**src/rtl/tt_dpll_pkg.sv**
```systemverilog
// Shared types and constants for the tt_dpll scan-chain control path.
// Provides the scan sequencer state enum and the default chain length.
package tt_dpll_pkg;

  localparam int DPLL_SCAN_LEN = 16;

  typedef enum logic [2:0] {
    IDLE,
    SHIFT,
    VERIFY,
    WAIT_LOCK,
    DONE
  } scan_state_t;

endpackage

```
**src/rtl/tt_dpll_scan_shifter.sv**
```systemverilog
// Cfg word / readback registers and bit counter for the scan sequencer.
// Ports: i_load latches i_cfg, i_step advances a bit, i_capture stores
// i_scan_out into readback; o_cfg_bit is the current bit, o_last_bit ends a pass.
module tt_dpll_scan_shifter
  import tt_dpll_pkg::*;
#(
  parameter int CHAIN_LEN = DPLL_SCAN_LEN
) (
  input  logic                 i_clk,
  input  logic                 i_rst,
  input  logic                 i_load,
  input  logic [CHAIN_LEN-1:0] i_cfg,
  input  logic                 i_step,
  input  logic                 i_capture,
  input  logic                 i_scan_out,
  output logic                 o_cfg_bit,
  output logic                 o_last_bit,
  output logic [CHAIN_LEN-1:0] o_readback
);

  localparam int BW = $clog2(CHAIN_LEN);

  logic [CHAIN_LEN-1:0] r_cfg;
  logic [CHAIN_LEN-1:0] r_rb;
  logic [BW-1:0]        r_bit;
  logic                 w_last;

  assign w_last     = (r_bit == BW'(CHAIN_LEN - 1));
  assign o_last_bit = w_last;
  assign o_cfg_bit  = r_cfg[r_bit];
  assign o_readback = r_rb;

  always_ff @(posedge i_clk) begin
    if (i_rst) begin
      r_cfg <= '0;
      r_rb  <= '0;
      r_bit <= '0;
    end else if (i_load) begin
      r_cfg <= i_cfg;
      r_bit <= '0;
    end else if (i_step) begin
      if (i_capture) begin
        r_rb[r_bit] <= i_scan_out;
      end
      // Wrap explicitly so non-power-of-two chains restart at 0.
      r_bit <= w_last ? '0 : r_bit + BW'(1);
    end
  end

endmodule

```
**src/rtl/tt_dpll_scan_ctrl.sv**
```systemverilog
// Scan-chain configuration sequencer for tt_dpll: shift, verify, wait lock.
// Ports: start/verify/cfg in, scan_en/scan_in/scan_out chain, busy/done/readback/errors out.
module tt_dpll_scan_ctrl
  import tt_dpll_pkg::*;
#(
  parameter int CHAIN_LEN    = DPLL_SCAN_LEN,
  parameter int LOCK_TIMEOUT = 1024
) (
  input  logic                 i_clk,
  input  logic                 i_rst,
  input  logic                 i_start,
  input  logic                 i_verify,
  input  logic [CHAIN_LEN-1:0] i_cfg_data,
  input  logic                 i_scan_out,
  input  logic                 i_locked,
  output logic                 o_scan_en,
  output logic                 o_scan_in,
  output logic                 o_busy,
  output logic                 o_done,
  output logic [CHAIN_LEN-1:0] o_readback,
  output logic                 o_err_verify,
  output logic                 o_err_timeout
);

  localparam int LW = $clog2(LOCK_TIMEOUT);

  scan_state_t r_state;
  scan_state_t w_next;
  logic [LW-1:0] r_lock_cnt;
  logic          r_verify;
  logic          r_err_v;
  logic          r_err_t;
  logic          w_start;
  logic          w_step;
  logic          w_cfg_bit;
  logic          w_last;
  logic          w_tmo;

  assign w_start = (r_state == IDLE) && i_start;
  assign w_step  = (r_state == SHIFT) || (r_state == VERIFY);
  assign w_tmo   = (r_lock_cnt == LW'(LOCK_TIMEOUT - 1));

  tt_dpll_scan_shifter #(
    .CHAIN_LEN(CHAIN_LEN)
  ) u_shifter (
    .i_clk      (i_clk),
    .i_rst      (i_rst),
    .i_load     (w_start),
    .i_cfg      (i_cfg_data),
    .i_step     (w_step),
    .i_capture  (r_state == SHIFT),
    .i_scan_out (i_scan_out),
    .o_cfg_bit  (w_cfg_bit),
    .o_last_bit (w_last),
    .o_readback (o_readback)
  );

  always_ff @(posedge i_clk) begin
    if (i_rst) begin
      r_state <= IDLE;
    end else begin
      r_state <= w_next;
    end
  end

  always_comb begin
    w_next = r_state;
    unique case (r_state)
      IDLE:      if (i_start) w_next = SHIFT;
      SHIFT:     if (w_last) w_next = r_verify ? VERIFY : WAIT_LOCK;
      VERIFY:    if (w_last) w_next = WAIT_LOCK;
      WAIT_LOCK: if (i_locked || w_tmo) w_next = DONE;
      DONE:      w_next = IDLE;
      default:   w_next = IDLE;
    endcase
  end

  always_comb begin
    o_busy    = 1'b0;
    o_scan_en = 1'b0;
    o_done    = 1'b0;
    unique case (r_state)
      SHIFT, VERIFY: begin
        o_busy    = 1'b1;
        o_scan_en = 1'b1;
      end
      WAIT_LOCK: o_busy = 1'b1;
      DONE:      o_done = 1'b1;
      default:   o_busy = 1'b0;
    endcase
  end

  // Scan data is forced low outside shifting so it idles at its reset value.
  assign o_scan_in     = o_scan_en & w_cfg_bit;
  assign o_err_verify  = r_err_v;
  assign o_err_timeout = r_err_t;

  always_ff @(posedge i_clk) begin
    if (i_rst) begin
      r_lock_cnt <= '0;
      r_verify   <= 1'b0;
      r_err_v    <= 1'b0;
      r_err_t    <= 1'b0;
    end else begin
      if (r_state != WAIT_LOCK) begin
        r_lock_cnt <= '0;
      end else if (!w_tmo) begin
        r_lock_cnt <= r_lock_cnt + LW'(1);
      end
      if (w_start) begin
        r_verify <= i_verify;
        r_err_v  <= 1'b0;
        r_err_t  <= 1'b0;
      end else begin
        if ((r_state == VERIFY) && (i_scan_out != w_cfg_bit)) begin
          r_err_v <= 1'b1;
        end
        // Lock wins over timeout on the same cycle.
        if ((r_state == WAIT_LOCK) && !i_locked && w_tmo) begin
          r_err_t <= 1'b1;
        end
      end
    end
  end

endmodule

```
**config.mk**
```make
export PLATFORM = sky130hd
export DESIGN_NAME = tt_dpll_scan_ctrl
export DESIGN_NICKNAME = d
export VERILOG_FILES = /design/src/rtl/tt_dpll_pkg.sv /design/src/rtl/tt_dpll_scan_shifter.sv /design/src/rtl/tt_dpll_scan_ctrl.sv
export SDC_FILE = /design/constraint.sdc
export NUM_CORES = 1
export LEC_CHECK = 0
export CAP_MARGIN = 25
export CORE_ASPECT_RATIO = 0.5
export CORE_MARGIN = 2
export CORE_UTILIZATION = 33
export CTS_CLUSTER_SIZE = 8
export DETAILED_ROUTE_END_ITERATION = 8
export PLACE_DENSITY = 0.66
export SETUP_SLACK_MARGIN = 0.05
export SYNTH_ARGS = -nofsm -noshare
export SYNTH_HDL_FRONTEND = slang
export SYNTH_SLANG_ARGS = --single-unit
```
**constraint.sdc**
```tcl
create_clock -name i_clk -period 3.9 [get_ports i_clk]
set_input_delay 0.78 -clock i_clk [delete_from_list [all_inputs] [get_ports i_clk]]
set_output_delay 0.78 -clock i_clk [all_outputs]
set_load 0.02 [all_outputs]
```
==> impl_metrics.toml, run 1 <==
[synthesis]
ys_types = 42
synth_nets = 298
synth_area_leaders = "dfxtp_1 (44%), mux2i_1 (8.0%), nand2_1 (7.1%)"
syn_area_per_cell_sq_um = 8.80
yosys_warnings = 0
ys_seq_area_frac = 0.437
syn_area_sq_um = 2380
syn_inst = 271
yosysTopAreaCellShare = 0.437
ys_ff_latch = 52
yosysTopAreaCell = "dfxtp_1"

[cts]
htree_levels = 2
post_cts_buffers = 0
cts_buffers = 5
cts.path.max_buffers = 2
worstSkewPairLatency_ns = 0.29
cts_root_buf = "clkbuf_16"
cts_resized = 0
holdBufCountCts = 0
path_clk_slew_ns = 0.06
cts.sinks = 52
cts_tree = "done"

[place]
pre_cts_ws_ns = 1.06
io_buffers = 43
place_congestion = 0.823
hpwl_um = 3760

[global_routing]
grt_pass1_vias = 1918
gr-total-overflow = 0
grt_usage = 0.142
antenna_found_initial = 0
grt_max_degree = 22
grt_pass1_wl_um = 8840

[worst_setup_path]
setup.worst_path.start_class = "flop"
path_max_fanout = 8
slowest_delay_ns = 0.55
cp.arrival_ns = 2.40
crit_slowest_cell = "dfxtp_1"
critical_path_required_ns = 3.12
end_kind = "output port"
crit_type = "reg2out"
crit_chain = "mux4_2 -> a22oi_1 -> and3_4 -> nor2_1 -> clkdlybuf4s50_1"

[route]
drt_wl_total_um = 5150
firstDrtPassIters = 4
drt_iter0_markers = 133
drc = 0
viasPerCell = 4.90
drtAntennaViolNets = 0
num_vias = 1946
routedWlPerCell_um = 13.0

[final_layout]
num_antenna_cells = 0
fin_nets = 331
area_growth_pct = 26.6
drive_above_1_share = 0.0623

[floorplan]
die_area_sq_um = 7960
die_w_um = 124
num_rows = 21
initial_utilization = 0.349
io_pins = 44
coreArea_sq_um = 6830
die_y_um = 64.1

[run_status]
status = "complete, no violations"

[timing]
min_period_ns = 3.18
worstMarginPinSlew_ns = 0.860
drv_slew = 0
slew_headroom = 0.424
setup_tns_ns = 0
rsz0062_at_grt = "no"
setup_viol_count_final = 0
setup_ws_ns = 0.723
finalHoldViolCount = 0
max_freq_ghz = 0.315
fin_crit_sh = 0.815
timing.hold.ws_ns = 0.460
skew_ns = 0.00369

[power]
p_leak_nw = 1.19
finalPower_mw = 1.63
power_per_cell_area_nw_per_um2 = 541
ir_drop_uv = 211

[flow_run]
drv_cap = 0

[min_path]
hold_class = "reg2reg"
[metal layers]
layer	global-route usage	vias to the layer above	wire, um
met2	0.247	29	2530
li1	-	990	-
met3	0.0411	6	171
met4	0.0337	0	57
met5	0	-	0
met1	0.173	921	2390
[logic make-up after synthesis]
family                     count (synthesis)  share of synthesized area
AOI/OAI and AO/OA                         30                     0.0745
xor gates and xnor gates                   8                     0.0294
adders and majority gates                  5                     0.0262
buffers and inverters                     23                     0.0446
DFF                                       52                      0.437
muxes                                     23                      0.121
and+or+nand+nor                          130                      0.268
[sequential cells by signal, summed over array words and instances, names as in the netlist]
register	count
o_err_timeout	1
o_err_verify	1
r_lock_cnt	10
r_state	3
r_verify	1
u_shifter.o_readback	16
u_shifter.r_bit	4
u_shifter.r_cfg	16
[final cells by class]
type,count,area [sq um]
Fill cell,652,3810
Multi-Input combinational cell,196,1240
Sequential cell,52,1040
Timing Repair Buffer,44,438
Clock buffer,5,125
Tap cell,92,115
Clock inverter,3,42.5
Inverter,5,18.8
[synth_stat cells]
cell type,number
nor4b_1,1
nand2_1,45
a22oi_1,2
clkbuf_1,9
o21ai_0,3
mux4_2,2
nor3b_1,1
nor4bb_1,1
o21ba_2,1
a221oi_2,1
dfxtp_1,52
nor3_1,4
ha_1,5
mux4_1,2
a311oi_1,1
and2b_2,1
and3_1,2
nand4_2,1
nand3_1,18
mux2i_1,19
buf_6,1
nor3b_2,1
clkbuf_2,1
or2_1,2
o21a_1,1
xnor2_1,3
a21oi_1,20
and2b_1,1
xor2_1,5
and3_4,1
inv_1,4
a31oi_1,1
and2_1,4
or4b_1,1
inv_2,1
nand3b_1,3
buf_2,6
nand2b_1,2
clkbuf_4,1
nand4_1,6
nor2_8,1
nor2_1,34
[worst max-delay path, delay by kind of cell, from the launching register on]
family	cells	cell delay (ns)
DFF	1	0.55
and+or+nand+nor	2	0.27
AOI/OAI and AO/OA	1	0.20
buffers and inverters	1	0.54
muxes	1	0.55
[path summary, 6_finish.rpt]
| check | start | endpoint | slack (ns) | depth (start not counted) |
|---|---|---|---|---|
| worst max register to register | r_state[2] | o_err_verify | 1.90 | 5 |
| worst max-delay path | u_shifter.r_bit[0] | o_scan_in | 0.72 | 5 |
| worst min register to register | u_shifter.r_cfg[15] | u_shifter.r_cfg[15] | 0.46 | 2 |
| worst min-delay path | u_shifter.r_cfg[15] | u_shifter.r_cfg[15] | 0.46 | 2 |
[per-stage QoR]
stage	instances	util	area (sq um)
6_report	397	0.442	3020
5_1_grt	397	0.442	3020
4_1_cts	397	0.442	3020
3_5_place_dp	389	0.417	2850
3_3_place_gp	389	0.417	2850
2_1_floorplan	271	-	2380
[placed cells by master (no fill, tap or decap), drive strengths merged, types with 5 or more instances in the layout]
master	instances
a21oi	20
clkbuf	5
clkdlybuf4s50	43
dfxtp	52
ha	5
inv	5
mux2i	19
nand2	45
nand3	18
nand4	7
nor2	35
xor2	5
[where the power goes]
part	leakage [nW]	internal (mW)	switching [mW]	total, mW
clock network	0.0798	0.301	0.193	0.495
registers	0.422	0.589	0.0666	0.656
logic	0.690	0.206	0.275	0.481
total	1.19	1.10	0.535	1.63
Note: power is estimated with default switching activity, not from simulation.
==> run 2, diff against run 1 <==
--- a/config.mk
+++ b/config.mk
@@ -11,7 +11,7 @@
 export CORE_UTILIZATION = 33
 export CTS_CLUSTER_SIZE = 8
 export DETAILED_ROUTE_END_ITERATION = 8
-export PLACE_DENSITY = 0.66
+export PLACE_DENSITY = 0.68
 export SETUP_SLACK_MARGIN = 0.05
 export SYNTH_ARGS = -nofsm -noshare
 export SYNTH_HDL_FRONTEND = slang
==> constraint.sdc (replaced) <==
create_clock -name i_clk -period 2.7 [get_ports i_clk]
set_input_delay 0.54 -clock i_clk [delete_from_list [all_inputs] [get_ports i_clk]]
set_output_delay 0.54 -clock i_clk [all_outputs]
set_load 0.02 [all_outputs]
==> run 2 against run 1 <==
Routed wire length down 4.2%. Register-to-register slack got worse by 1.1 ns. First-iteration DRC count up 12%. Critical path depth stayed put. Worst setup slack got worse by 0.59 ns. Combinational power up 48%. Global-route usage is 0.56 points lower. Sequential share of layout area down 0.99 points. Flip-flop and latch count unchanged. Power rose by 57%.
==> impl_metrics.toml, run 2 (synthesis gave the netlist of run 1 again) <==
[timing]
skew_ns = 0.00539
worstMarginPinSlew_ns = 0.882
min_period_ns = 2.56
timing.hold.ws_ns = 0.455
rsz0062_at_grt = "no"
slew_headroom = 0.410
finalHoldViolCount = 0
max_freq_ghz = 0.390
fin_crit_sh = 0.949
setup_viol_count_final = 0
drv_slew = 0
setup_tns_ns = 0

[global_routing]
grt_pass1_wl_um = 8470
grt_pass1_vias = 1879
grt_max_degree = 22
grt_usage = 0.136
gr-total-overflow = 0
antenna_found_initial = 0

[cts]
post_cts_buffers = 0
holdBufCountCts = 0
cts_tree = "done"
cts_root_buf = "clkbuf_16"
cts.path.max_buffers = 2
cts_buffers = 5
cts.sinks = 52
path_clk_slew_ns = 0.07
worstSkewPairLatency_ns = 0.29
htree_levels = 2

[power]
finalPower_mw = 2.55
ir_drop_uv = 360
power_per_cell_area_nw_per_um2 = 822
p_clk_frac = 0.352
pwr-share-seq = 0.370
switching_share = 0.299
power_switching_uw = 765
internal_power_mw = 1.79
comb_power_share = 0.279
p_leak_nw = 1.25

[final_layout]
num_antenna_cells = 0
fillers = 620
multi_input_area_sq_um = 1240
drive_above_1_share = 0.0836
mostFrequentLayoutCells = "dfxtp_1 (51), nand2_1 (45), clkdlybuf4s50_1 (42)"
ff_latch_area_sq_um = 1040
fin_nets = 337
final_common_cell = "dfxtp_1"
area_growth_pct = 30.4

[route]
drt_iter0_markers = 149
firstDrtPassIters = 4
num_vias = 1973
routedWlPerCell_um = 12.3
viasPerCell = 4.90
drtAntennaViolNets = 0
drt_wl_total_um = 4940
drc = 0

[worst_setup_path]
crit_slowest_cell = "mux4_2"
setup.worst_path.start_class = "flop"
slowest_delay_ns = 0.52
cp.arrival_ns = 2.02
r2r_setup_slack_ns = 0.83
r2r_end = "u_shifter.o_readback[14]"
crit_chain = "mux4_2 -> a22oi_1 -> and3_4 -> nor2_1 -> dlygate4sd2_1"
r2r-start = "r_state[0]"
crit_type = "reg2out"
path_buf_inv = 1
worst_r2r_path_depth = 4
path_delay_family = "multiplexers"
critical_path_required_ns = 2.16
end_kind = "output port"
path_max_fanout = 8

[min_path]
min_from = "u_shifter.r_cfg[14]"
holdPathEnd = "u_shifter.r_cfg[14]"
whs_path_depth = 2
hold_class = "reg2reg"

[floorplan]
die_y_um = 64.1
coreArea_sq_um = 6830
io_pins = 44
num_rows = 21
initial_utilization = 0.349
die_area_sq_um = 7960
die_w_um = 124

[flow_run]
drv_cap = 0

[place]
io_buffers = 43
place_congestion = 0.888
hpwl_um = 3540

[run_status]
status = "complete, no violations"
-- run 2: changes by cell type in the layout (fill, tap and decap cells not counted), sizes merged --
cell,change
buf,+6
bufinv,+2
clkdlybuf4s50,-1
clkinv,-1
clkinvlp,-1
dlygate4sd2,+1
-- run 2: layer usage --
layer,global-route usage,vias up,share of wire
met5,0,-,0
met4,0.0548,0,0.013
met3,0.0384,4,0.042
met2,0.225,26,0.50
met1,0.169,944,0.45
li1,-,999,-
-- run 2: power groups by stage --
| stage | clock network [mW] | registers, mW | logic (mW) |
|---|---|---|---|
| after floorplan | 0 | 0.906 | 0.567 |
| after global placement | 0 | 0.952 | 0.701 |
| final | 0.898 | 0.944 | 0.712 |
| after CTS | 0.920 | 0.944 | 0.719 |
| after global routing | 0.955 | 0.961 | 0.794 |
| after detailed placement | 0 | 0.958 | 0.712 |
-- run 2: cell type report --
type                       instances  share of cell area
multi-input combinational        196               0.398
sequential                        52               0.335
timing repair buffer              50               0.155
clock buffer                       5              0.0402
tap                               92              0.0370
clock inverter                     3              0.0290
inverter                           5             0.00604
-- run 2: through the flow --
step	std cells	instance area [sq um]	setup slack, ns	utilization
2_1_floorplan	271	2380	0.743	-
3_3_place_gp	395	2890	0.136	0.424
3_5_place_dp	395	2890	0.0816	0.424
4_1_cts	403	3110	0.121	0.455
5_1_grt	403	3110	0.0635	0.455
6_report	403	3110	0.137	0.455
-- run 2: how the worst max path moves through the flow --
stage                                   from         to  slack, ns  cells past startpoint
after floorplan           u_shifter.r_bit[0]  o_scan_in       0.74                      5
after global placement    u_shifter.r_bit[0]  o_scan_in       0.14                      5
after detailed placement  u_shifter.r_bit[0]  o_scan_in       0.08                      5
after CTS                 u_shifter.r_bit[0]  o_scan_in       0.12                      5
after global routing      u_shifter.r_bit[0]  o_scan_in       0.06                      5
final                     u_shifter.r_bit[0]  o_scan_in       0.14                      5
-- run 2: repair_timing --
item / in CTS / in global routing
resized for setup: 2 / 0
hold endpoints to repair: 0 / 0
endpoints found under the setup margin: 1 / 0
-- run 2: worst reg2reg max path, delay by kind of cell, from the launching register on --
kind / cells / cell delay (ns)
flip-flops: 1 / 0.49
multiplexers: 1 / 0.20
AND/OR/NAND/NOR: 3 / 1.07
==> run 3, diff against run 2 <==
--- a/config.mk
+++ b/config.mk
@@ -9,7 +9,7 @@
 export CORE_ASPECT_RATIO = 0.5
 export CORE_MARGIN = 2
 export CORE_UTILIZATION = 33
-export CTS_CLUSTER_SIZE = 8
+export CTS_CLUSTER_SIZE = 20
 export DETAILED_ROUTE_END_ITERATION = 8
 export PLACE_DENSITY = 0.68
 export SETUP_SLACK_MARGIN = 0.05
==> results of run 3 <==
No change in the layout: final DEF, timing and power equal those of run 2.
